`config.mk`:
```
export PLATFORM = sky130hd
export DESIGN_NAME = multicycle_control_flat
export DESIGN_NICKNAME = d
export VERILOG_FILES = /design/src/rtl/multicycle_control_if.sv /design/src/rtl/multicycle_control.sv /design/src/flat_wrapper.sv
export SDC_FILE = /design/constraint.sdc
export NUM_CORES = 1
export LEC_CHECK = 0
export CORE_MARGIN = 3
export CORE_UTILIZATION = 38
export CTS_CLUSTER_SIZE = 24
export DETAILED_ROUTE_END_ITERATION = 8
export HOLD_SLACK_MARGIN = 0.03
export PLACE_DENSITY_LB_ADDON = 0.05
export SETUP_SLACK_MARGIN = 0.5
export SLEW_MARGIN = 20
export SYNTH_ARGS = -nofsm -noshare
export SYNTH_HDL_FRONTEND = slang
export SYNTH_SLANG_ARGS = --single-unit
```
`constraint.sdc`:
```
create_clock -name clk -period 2.15 [get_ports clk]
set_clock_uncertainty 0.1 [all_clocks]
set_input_delay 0.5375 -clock clk [delete_from_list [all_inputs] [get_ports clk]]
set_output_delay 0.5375 -clock clk [all_outputs]
set_load 0.05 [all_outputs]
```
`src/rtl/multicycle_control_if.sv`:
```
// Control bundle between the multicycle MIPS main FSM and its datapath.
// The master side is the FSM: it reads IR opcode, decoder class and memory ready, and drives every strobe.
interface multicycle_control_if;
  logic [5:0] opcode;
  logic [2:0] rtypeout;
  logic       memrdy;
  logic       pcwrite;
  logic       pcwritecond;
  logic       iord;
  logic       memread;
  logic       memwrite;
  logic       irwrite;
  logic       memtoreg;
  logic       regdst;
  logic       regwrite;
  logic       alusrca;
  logic [1:0] alusrcb;
  logic [1:0] pcsource;
  logic       aluop1;
  logic       aluop0;
  logic [3:0] state;
  logic       illegal;

  modport master (
    input  opcode, rtypeout, memrdy,
    output pcwrite, pcwritecond, iord, memread, memwrite, irwrite,
           memtoreg, regdst, regwrite, alusrca, alusrcb, pcsource,
           aluop1, aluop0, state, illegal
  );

  modport slave (
    output opcode, rtypeout, memrdy,
    input  pcwrite, pcwritecond, iord, memread, memwrite, irwrite,
           memtoreg, regdst, regwrite, alusrca, alusrcb, pcsource,
           aluop1, aluop0, state, illegal
  );
endinterface

```
`src/rtl/multicycle_control.sv`:
```
// Main control FSM of the multicycle MIPS core: one state per cycle, memory states wait on memrdy,
// R-type instructions are routed by the ALU control decoder's class output (normal / brz / jmadd).
module multicycle_control (
  input  logic                        clk,
  input  logic                        reset,
  multicycle_control_if.master        bus
);

  typedef enum logic [3:0] {
    FETCH  = 4'd0,
    DECODE = 4'd1,
    MEMADR = 4'd2,
    MEMRD  = 4'd3,
    MEMWB  = 4'd4,
    MEMWR  = 4'd5,
    EXEC   = 4'd6,
    RWB    = 4'd7,
    BRANCH = 4'd8,
    JUMP   = 4'd9,
    BRZ    = 4'd10,
    JMREAD = 4'd11,
    JMJUMP = 4'd12
  } state_t;

  localparam logic [5:0] OP_LW    = 6'b100011;
  localparam logic [5:0] OP_SW    = 6'b101011;
  localparam logic [5:0] OP_RTYPE = 6'b000000;
  localparam logic [5:0] OP_BEQ   = 6'b000100;
  localparam logic [5:0] OP_J     = 6'b000010;

  localparam logic [2:0] RT_NORMAL = 3'b100;
  localparam logic [2:0] RT_BRZ    = 3'b001;
  localparam logic [2:0] RT_JMADD  = 3'b010;

  state_t state_q;
  state_t state_d;

  always_ff @(posedge clk or posedge reset) begin
    if (reset) state_q <= FETCH;
    else       state_q <= state_d;
  end

  // Outputs are decoded from the state; only the FETCH write strobes and the illegal pulse
  // also look at the current inputs.
  always_comb begin
    state_d         = FETCH;
    bus.pcwrite     = 1'b0;
    bus.pcwritecond = 1'b0;
    bus.iord        = 1'b0;
    bus.memread     = 1'b0;
    bus.memwrite    = 1'b0;
    bus.irwrite     = 1'b0;
    bus.memtoreg    = 1'b0;
    bus.regdst      = 1'b0;
    bus.regwrite    = 1'b0;
    bus.alusrca     = 1'b0;
    bus.alusrcb     = 2'b00;
    bus.pcsource    = 2'b00;
    bus.aluop1      = 1'b0;
    bus.aluop0      = 1'b0;
    bus.illegal     = 1'b0;

    case (state_q)
      FETCH: begin
        bus.memread = 1'b1;
        bus.alusrcb = 2'b01;
        // The IR/PC update must not fire while reset is held, even though the state already reads FETCH.
        bus.irwrite = bus.memrdy & ~reset;
        bus.pcwrite = bus.memrdy & ~reset;
        state_d     = bus.memrdy ? DECODE : FETCH;
      end
      DECODE: begin
        bus.alusrcb = 2'b11;
        case (bus.opcode)
          OP_LW, OP_SW: state_d = MEMADR;
          OP_RTYPE:     state_d = EXEC;
          OP_BEQ:       state_d = BRANCH;
          OP_J:         state_d = JUMP;
          default: begin
            state_d     = FETCH;
            bus.illegal = 1'b1;
          end
        endcase
      end
      MEMADR: begin
        bus.alusrca = 1'b1;
        bus.alusrcb = 2'b10;
        state_d     = (bus.opcode == OP_SW) ? MEMWR : MEMRD;
      end
      MEMRD: begin
        bus.memread = 1'b1;
        bus.iord    = 1'b1;
        state_d     = bus.memrdy ? MEMWB : MEMRD;
      end
      MEMWB: begin
        bus.regwrite = 1'b1;
        bus.memtoreg = 1'b1;
        state_d      = FETCH;
      end
      MEMWR: begin
        bus.memwrite = 1'b1;
        bus.iord     = 1'b1;
        state_d      = bus.memrdy ? FETCH : MEMWR;
      end
      EXEC: begin
        bus.alusrca = 1'b1;
        bus.aluop0  = 1'b1;
        case (bus.rtypeout)
          RT_NORMAL: state_d = RWB;
          RT_BRZ:    state_d = BRZ;
          RT_JMADD:  state_d = JMREAD;
          default: begin
            state_d     = FETCH;
            bus.illegal = 1'b1;
          end
        endcase
      end
      RWB: begin
        bus.regwrite = 1'b1;
        bus.regdst   = 1'b1;
        bus.aluop0   = 1'b1;
        state_d      = FETCH;
      end
      BRANCH: begin
        bus.alusrca     = 1'b1;
        bus.aluop1      = 1'b1;
        bus.pcwritecond = 1'b1;
        bus.pcsource    = 2'b01;
        state_d         = FETCH;
      end
      JUMP: begin
        bus.pcwrite  = 1'b1;
        bus.pcsource = 2'b10;
        state_d      = FETCH;
      end
      // aluop stays R-type through brz/jmadd so the decoder keeps selecting the indirect target source.
      BRZ: begin
        bus.pcwritecond = 1'b1;
        bus.pcsource    = 2'b11;
        bus.aluop0      = 1'b1;
        state_d         = FETCH;
      end
      JMREAD: begin
        bus.memread = 1'b1;
        bus.iord    = 1'b1;
        bus.aluop0  = 1'b1;
        state_d     = bus.memrdy ? JMJUMP : JMREAD;
      end
      JMJUMP: begin
        bus.pcwrite  = 1'b1;
        bus.pcsource = 2'b11;
        bus.aluop0   = 1'b1;
        state_d      = FETCH;
      end
      default: begin
        state_d     = FETCH;
        bus.illegal = 1'b1;
      end
    endcase
  end

  assign bus.state = state_q;

endmodule

```
`src/flat_wrapper.sv`:
```
// flat-port wrapper written by rule: the top's interface ports become plain ports
module multicycle_control_flat 
  (clk, reset, bus_opcode, bus_rtypeout, bus_memrdy, bus_pcwrite, bus_pcwritecond, bus_iord, bus_memread, bus_memwrite, bus_irwrite, bus_memtoreg, bus_regdst, bus_regwrite, bus_alusrca, bus_alusrcb, bus_pcsource, bus_aluop1, bus_aluop0, bus_state, bus_illegal);
  multicycle_control_if bus_i ();
  input  logic clk;
  input  logic reset;
  input wire logic [$bits(bus_i.opcode)-1:0] bus_opcode;
  input wire logic [$bits(bus_i.rtypeout)-1:0] bus_rtypeout;
  input wire logic [$bits(bus_i.memrdy)-1:0] bus_memrdy;
  output wire logic [$bits(bus_i.pcwrite)-1:0] bus_pcwrite;
  output wire logic [$bits(bus_i.pcwritecond)-1:0] bus_pcwritecond;
  output wire logic [$bits(bus_i.iord)-1:0] bus_iord;
  output wire logic [$bits(bus_i.memread)-1:0] bus_memread;
  output wire logic [$bits(bus_i.memwrite)-1:0] bus_memwrite;
  output wire logic [$bits(bus_i.irwrite)-1:0] bus_irwrite;
  output wire logic [$bits(bus_i.memtoreg)-1:0] bus_memtoreg;
  output wire logic [$bits(bus_i.regdst)-1:0] bus_regdst;
  output wire logic [$bits(bus_i.regwrite)-1:0] bus_regwrite;
  output wire logic [$bits(bus_i.alusrca)-1:0] bus_alusrca;
  output wire logic [$bits(bus_i.alusrcb)-1:0] bus_alusrcb;
  output wire logic [$bits(bus_i.pcsource)-1:0] bus_pcsource;
  output wire logic [$bits(bus_i.aluop1)-1:0] bus_aluop1;
  output wire logic [$bits(bus_i.aluop0)-1:0] bus_aluop0;
  output wire logic [$bits(bus_i.state)-1:0] bus_state;
  output wire logic [$bits(bus_i.illegal)-1:0] bus_illegal;
  assign bus_i.opcode = bus_opcode;
  assign bus_i.rtypeout = bus_rtypeout;
  assign bus_i.memrdy = bus_memrdy;
  assign bus_pcwrite = bus_i.pcwrite;
  assign bus_pcwritecond = bus_i.pcwritecond;
  assign bus_iord = bus_i.iord;
  assign bus_memread = bus_i.memread;
  assign bus_memwrite = bus_i.memwrite;
  assign bus_irwrite = bus_i.irwrite;
  assign bus_memtoreg = bus_i.memtoreg;
  assign bus_regdst = bus_i.regdst;
  assign bus_regwrite = bus_i.regwrite;
  assign bus_alusrca = bus_i.alusrca;
  assign bus_alusrcb = bus_i.alusrcb;
  assign bus_pcsource = bus_i.pcsource;
  assign bus_aluop1 = bus_i.aluop1;
  assign bus_aluop0 = bus_i.aluop0;
  assign bus_state = bus_i.state;
  assign bus_illegal = bus_i.illegal;
  multicycle_control u_core (.clk(clk), .reset(reset), .bus(bus_i));
endmodule
```
==> flow_summary.yaml, run 1 <==
placed_design:
  gp_congestion: 0.846
  port_buffers: 32
die:
  start_util_pct: 43.9
  io_pins: 33
  row_count: 13
  die_h_microns: 46.4
  die_x_microns: 46.4
synth:
  yosys.cell_types.count: 40
  syn_avg_cell_area_sq_um: 7.05
  synth_most_common_cell: "nor2_1"
  synth_top_area_cell: "dfrtp_1"
  synth_top_area_share_pct: 16.1
  async_flop_share_pct: 100
  synthTopCellsByArea: "dfrtp_1 16%, nor2_1 6.7%, nand2_1 6.0%"
  syn-num-nets: 100
  synth_edf_count: 0
  ys_seq_elements: 4
  ys.flop_type: "dfrtp_1"
  ys_warn_count: 0
  ys_seq_area_share_pct: 16.1
  syn-cell-area_sq_um: 621
  netlist_instances: 88
  ys_top_cells_by_count: "11 x nor2_1, 10 x nand2_1, 6 x nor3_1"
run_status:
  outcome: "stopped before the end"
  error: "[ERROR DPL-0038] Utilization greater than 100%, impossible to legalize"
  haltStage: "3_5_place_dp"
==> logic make-up after synthesis <==
family	count (synthesis)	share of synthesized area, %
flops	4	16.1
xor+xnor	5	7.06
simple gates	44	37.9
buf+inv	10	7.86
compound gates	22	26.0
mux	3	5.04
==> through the flow <==
step / hold WS (ns) / cells / setup TNS, ns / worst slack (ns)
3_3_place_gp: 0.637 / 158 / -0.361 / -0.318
2_1_floorplan: 0.212 / 88 / -0.114 / -0.111
==> run 2: changes to the inputs <==
Settings changed: CORE_AREA from default to 3 3 64 66, CORE_MARGIN 3 to default, CORE_UTILIZATION 38 to default, CTS_CLUSTER_SIZE 24 to default, DIE_AREA from default to 0 0 67 69, HOLD_SLACK_MARGIN 0.03 to default, PLACE_DENSITY_LB_ADDON 0.05 to 0.15, SETUP_SLACK_MARGIN 0.5 to default.
==> flow_summary.yaml, run 2 <==
placed_design:
  place_hpwl_microns: 2080
  gp_congestion: 0.831
  pre_cts_ws_ns: -0.337
  port_buffers: 32
synth:
  ys_top_cells_by_count: "11 x nor2_1, 10 x nand2_1, 6 x nor3_1"
  ys_seq_elements: 4
  syn_avg_cell_area_sq_um: 7.05
  syn-num-nets: 100
  synthTopCellsByArea: "dfrtp_1 16%, nor2_1 6.7%, nand2_1 6.0%"
  synth-compound-area-share_pct: 26.0
  synth-simple-area-share_pct: 37.9
  syn-cell-area_sq_um: 621
  yosys.area_share.adder_pct: 0
  synth_top_area_share_pct: 16.1
  synth_most_common_cell: "nor2_1"
  async_flop_share_pct: 100
  yosys.cell_types.count: 40
  ys_warn_count: 0
  ys_seq_area_share_pct: 16.1
  synth_edf_count: 0
  ys.flop_type: "dfrtp_1"
  synth_top_area_cell: "dfrtp_1"
  netlist_instances: 88
  synth.mux.area_fraction_pct: 5.04
  synth_top_family_by_area: "simple AND/OR/NAND/NOR gates"
  synthXorXnorAreaFrac_pct: 7.06
clock_network:
  tritoncts: "done"
  clock_path_buffers: 2
  clk_latency_ns: 0.21
  cts_buffers: 3
  cts.sinks: 4
  htreeDepth: 1
  cts_root_buf: "clkbuf_8"
  clkSlewWorstSetupHoldPaths_ns: 0.03
detailed_routing:
  post-route-drc-count: 0
  ant_nets: 0
  dr.pass1.iters: 4
  wl_per_cell_microns: 12.9
  via_per_inst: 4.44
  drt_iter0_drc: 26
  num_vias: 986
  totalWireLength_microns: 2870
power:
  peakVddDrop_mv: 0.604
  power_leakage_nw: 0.778
  power_density_nw_per_um2: 1010
  finalPower_w: 0.00182
die:
  row_count: 22
  die_area_sq_um: 4620
  start_util_pct: 17.1
  io_pins: 33
  die_x_microns: 67
  core-area_sq_um: 3630
  die_h_microns: 69
timing:
  rsz0062_at_grt: "true"
  fin_crit_ns: 2.15
  finalMaxSlewViolations: 0
  max_freq_mhz: 466
  tightest_slew_ns: 0.277
  hold_viol_final: 0
  finalSetupViolations: 0
  max-slew-margin-rel_pct: 81.5
  setup_slack_ns: 0.00341
  post-route-period-util_pct: 99.8
  whs_ns: 0.324
global_route:
  antenna_found_initial: 0
  grt_pass1_wl_microns: 4530
  grt_pass1_vias: 989
  grt_max_degree: 10
  overflow: 0
  grtUsageTotal_pct: 12.4
cells_and_area:
  final_common_cell: "buf_4"
  fill_cells: 364
  nets: 188
  final_util_pct: 49.5
  final_layout_size_suffix_gt1_share_pct: 71.8
  num_antenna_cells: 0
  regArea_sq_um: 105
  largest_reg_flops: 4
  most-common-layout-cells: "56 x buf_4, 19 x buf_12, 8 x nand2_1"
  multi_input_area_sq_um: 679
  syn2layout_area_growth_pct: 190
job:
  drv_cap: 0
worst_setup_path:
  path_cells: "buf_6, or3b_4, a21oi_4, buf_12"
  cp_data_arrival_time_ns: 1.51
  max_stage_delay_ns: 0.42
  critPathMaxFanout: 3
  path_class: "reg2out"
  crit_path_end_kind: "primary output"
  cpMaxStageDelayCell: "or3b_4"
  critPathLaunchType: "flop"
  required_ns: 1.51
min_path:
  hold_class: "in2async"
run_status:
  outcome: "complete, no violations"
[run 2: per-stage QoR]
step	area, sq um	setup TNS [ns]	std cells
after floorplan	783	-0.145	88
after global placement	1540	-0.409	194
after detailed placement	1540	-0.413	194
after CTS	1760	-0.0453	219
after global routing	1800	-0.104	222
final	1800	0	222
[run 2: critical path, delay by kind of cell, from the launching register on]
kind | cells | cell delay, ns
AO/OA/AOI/OAI | 1 | 0.19
flip-flops | 1 | 0.41
buffers and inverters | 2 | 0.27
AND/OR/NAND/NOR | 1 | 0.42
[run 2: layout make-up]
cell class                      instances  area share (%)
Timing Repair Buffer                   88            49.7
Clock buffer                            3            2.30
Inverter                                5            1.04
Tap cell                               48            3.34
Sequential cell                         4            5.85
Multi-Input combinational cell         74            37.8
[run 2: cell families after synthesis]
kind of cell,count (synthesis)
and+or+nand+nor,44
buffers and inverters,10
DFF,4
muxes,3
AOI/OAI and AO/OA,22
xor gates and xnor gates,5
[run 2: path summary, 6_finish.rpt]
path | startpoint | slack, ns | cells past startpoint | to
setup / recovery | u_core.bus.state[3]$_DFF_PP0_ | 0.003 | 4 | bus_iord
hold / removal | reset | 0.32 | 3 | u_core.bus.state[3]$_DFF_PP0_
setup reg to reg | u_core.bus.state[3]$_DFF_PP0_ | 0.62 | 6 | u_core.bus.state[3]$_DFF_PP0_
hold reg to reg | u_core.bus.state[0]$_DFF_PP0_ | 0.64 | 2 | u_core.bus.state[0]$_DFF_PP0_
max in group asynchronous | reset | 1.51 | 3 | u_core.bus.state[0]$_DFF_PP0_
min in group clk | u_core.bus.state[0]$_DFF_PP0_ | 0.64 | 2 | u_core.bus.state[0]$_DFF_PP0_
[run 2: what timing repair did]
| action | CTS | global route |
|---|---|---|
| pin swaps | 7 | 11 |
| buffers inserted | 22 | 3 |
| endpoints found under the setup margin | 5 | 11 |
| resized for setup | 23 | 21 |
| hold buffers | 0 | 0 |
[run 2: power breakdown]
| group | total [W] | internal (W) | switching [W] |
|---|---|---|---|
| clock | 0.000152 | 0.000119 | 0.0000332 |
| sequential | 0.000149 | 0.0000993 | 0.0000501 |
| combinational | 0.00152 | 0.000694 | 0.000823 |
| total | 0.00182 | 0.000912 | 0.000907 |
[run 2: layer usage]
metal / share of wire (%) / global-route usage (%)
met5: 0 / 0
met4: 2.4 / 5.41
met3: 4.5 / 1.47
met2: 53 / 22.3
met1: 40 / 14.0
Power figures use the tool's default switching activity.
==> run 3: changes to the inputs <==
Clock period 2.15 ns to 1.85 ns, I/O delays scaled along.
==> flow_summary.yaml, run 3 (same netlist as run 2, synthesis figures left out) <==
timing:
  rsz0062_at_grt: "true"
  setup_slack_ns: -0.236
  hold_viol_final: 0
  max-slew-margin-rel_pct: 80.7
  tightest_slew_ns: 0.288
  fin_crit_ns: 2.09
  whs_ns: 0.255
  post-route-period-util_pct: 113
  finalMaxSlewViolations: 0
  max_freq_mhz: 479
  finalSetupViolations: 14
run_status:
  outcome: "finished with violations"
  failed_checks: "setup timing"
worst_setup_path:
  critPathMaxFanout: 4
  crit_path_end_kind: "primary output"
  cp_data_arrival_time_ns: 1.52
  required_ns: 1.29
  path_class: "reg2out"
  startpoint: "u_core.bus.state[3]$_DFF_PP0_"
  critPathLaunchType: "flop"
  r2r_start: "u_core.bus.state[3]$_DFF_PP0_"
cells_and_area:
  fill_cells: 337
  largest_reg_flops: 4
  final_util_pct: 52.6
  nets: 184
  regArea_sq_um: 105
  most-common-layout-cells: "45 x buf_4, 18 x buf_12, 10 x buf_6"
  final_common_cell: "buf_4"
  multi_input_area_sq_um: 771
  syn2layout_area_growth_pct: 208
  num_antenna_cells: 0
  final_layout_size_suffix_gt1_share_pct: 74.1
  stdcell_area_sq_um: 1910
placed_design:
  place_hpwl_microns: 2110
  placed_area_sq_um: 1620
  port_buffers: 32
  gp_congestion: 0.871
clock_network:
  tritoncts: "done"
  clk_latency_ns: 0.21
  cts.sinks: 4
  htreeDepth: 1
  cts_buffers: 3
  clock_path_buffers: 2
  clkSlewWorstSetupHoldPaths_ns: 0.03
  cts_root_buf: "clkbuf_8"
die:
  row_count: 22
  core-area_sq_um: 3630
  die_h_microns: 69
  io_pins: 33
  die_area_sq_um: 4620
  start_util_pct: 17.1
  die_x_microns: 67
detailed_routing:
  drt_iter0_drc: 16
  post-route-drc-count: 0
  wl_per_cell_microns: 12.2
  via_per_inst: 4.36
  num_vias: 951
  dr.pass1.iters: 4
  ant_nets: 0
  totalWireLength_microns: 2670
job:
  drv_cap: 0
power:
  finalPower_w: 0.00239
  power_density_nw_per_um2: 1250
  peakVddDrop_mv: 0.836
  power_leakage_nw: 0.802
min_path:
  hold_class: "in2async"
global_route:
  overflow: 0
  grt_pass1_wl_microns: 4530
  grt_pass1_vias: 1040
  grt_max_degree: 9
  antenna_found_initial: 0
  grtUsageTotal_pct: 12.2
[run 3: changes by cell type in the layout (fill, tap and decap cells not counted), sizes merged]
cell / change
buf: -5
clkbuf: -4
clkdlybuf4s15: +1
clkinvlp: +2
dlygate4sd2: +2
dlymetal6s2s: +2
inv: -2
[run 3: worst paths after layout]
check / endpoint / slack (ns) / cells past startpoint
worst max-delay path: bus_iord / -0.24 / 4
worst min-delay path: u_core.bus.state[1]$_DFF_PP0_ / 0.25 / 3
worst max register to register: u_core.bus.state[0]$_DFF_PP0_ / 0.13 / 7
worst min register to register: u_core.bus.state[2]$_DFF_PP0_ / 0.67 / 3
max in group asynchronous: u_core.bus.state[0]$_DFF_PP0_ / 1.28 / 3
min in group clk: u_core.bus.state[1]$_DFF_PP0_ / 0.66 / 4
[run 3: layout make-up]
| cell class | instances | area share (%) |
|---|---|---|
| sequential | 4 | 5.50 |
| tap | 48 | 3.14 |
| multi-input combinational | 74 | 40.3 |
| inverter | 5 | 1.37 |
| timing repair buffer | 84 | 47.5 |
| clock buffer | 3 | 2.16 |
[run 3: where the power goes]
group / switching (W) / internal, W / total (W)
logic: 0.00108 / 0.000976 / 0.00206
clock network: 0.0000406 / 0.000138 / 0.000179
registers: 0.0000406 / 0.000115 / 0.000156
total: 0.00116 / 0.00123 / 0.00239
[run 3: repair_timing]
item	4_1_cts	5_1_grt
gates cloned	0	0
pin swaps	11	13
setup endpoints to repair	17	18
gates resized for setup	33	24
setup buffers	8	8
hold buffers	0	0
[run 3: routing by layer]
metal | part of all wire, % | wire, microns | vias to the layer above | global-route usage (%)
li1 | - | - | 485 | -
met1 | 41 | 1080 | 439 | 14.9
met2 | 55 | 1480 | 25 | 21.6
met3 | 3.5 | 93 | 2 | 1.63
met4 | 0.30 | 8 | 0 | 3.38
met5 | 0 | 0 | - | 0
[run 3: critical path, cell delays in order, from the launching register on]
cell and delay [ns]:
dfrtp_2 0.42, buf_4 0.15, or3b_4 0.41, a21oi_4 0.18
buf_12 0.15
[run 3: per-stage QoR]
step / instances / worst slack, ns / setup TNS (ns)
2_1_floorplan: 88 / -0.336 / -1.58
3_3_place_gp: 203 / -0.498 / -1.56
3_5_place_dp: 203 / -0.501 / -1.60
4_1_cts: 213 / -0.287 / -2.19
5_1_grt: 218 / -0.265 / -2.39
6_report: 218 / -0.236 / -1.53
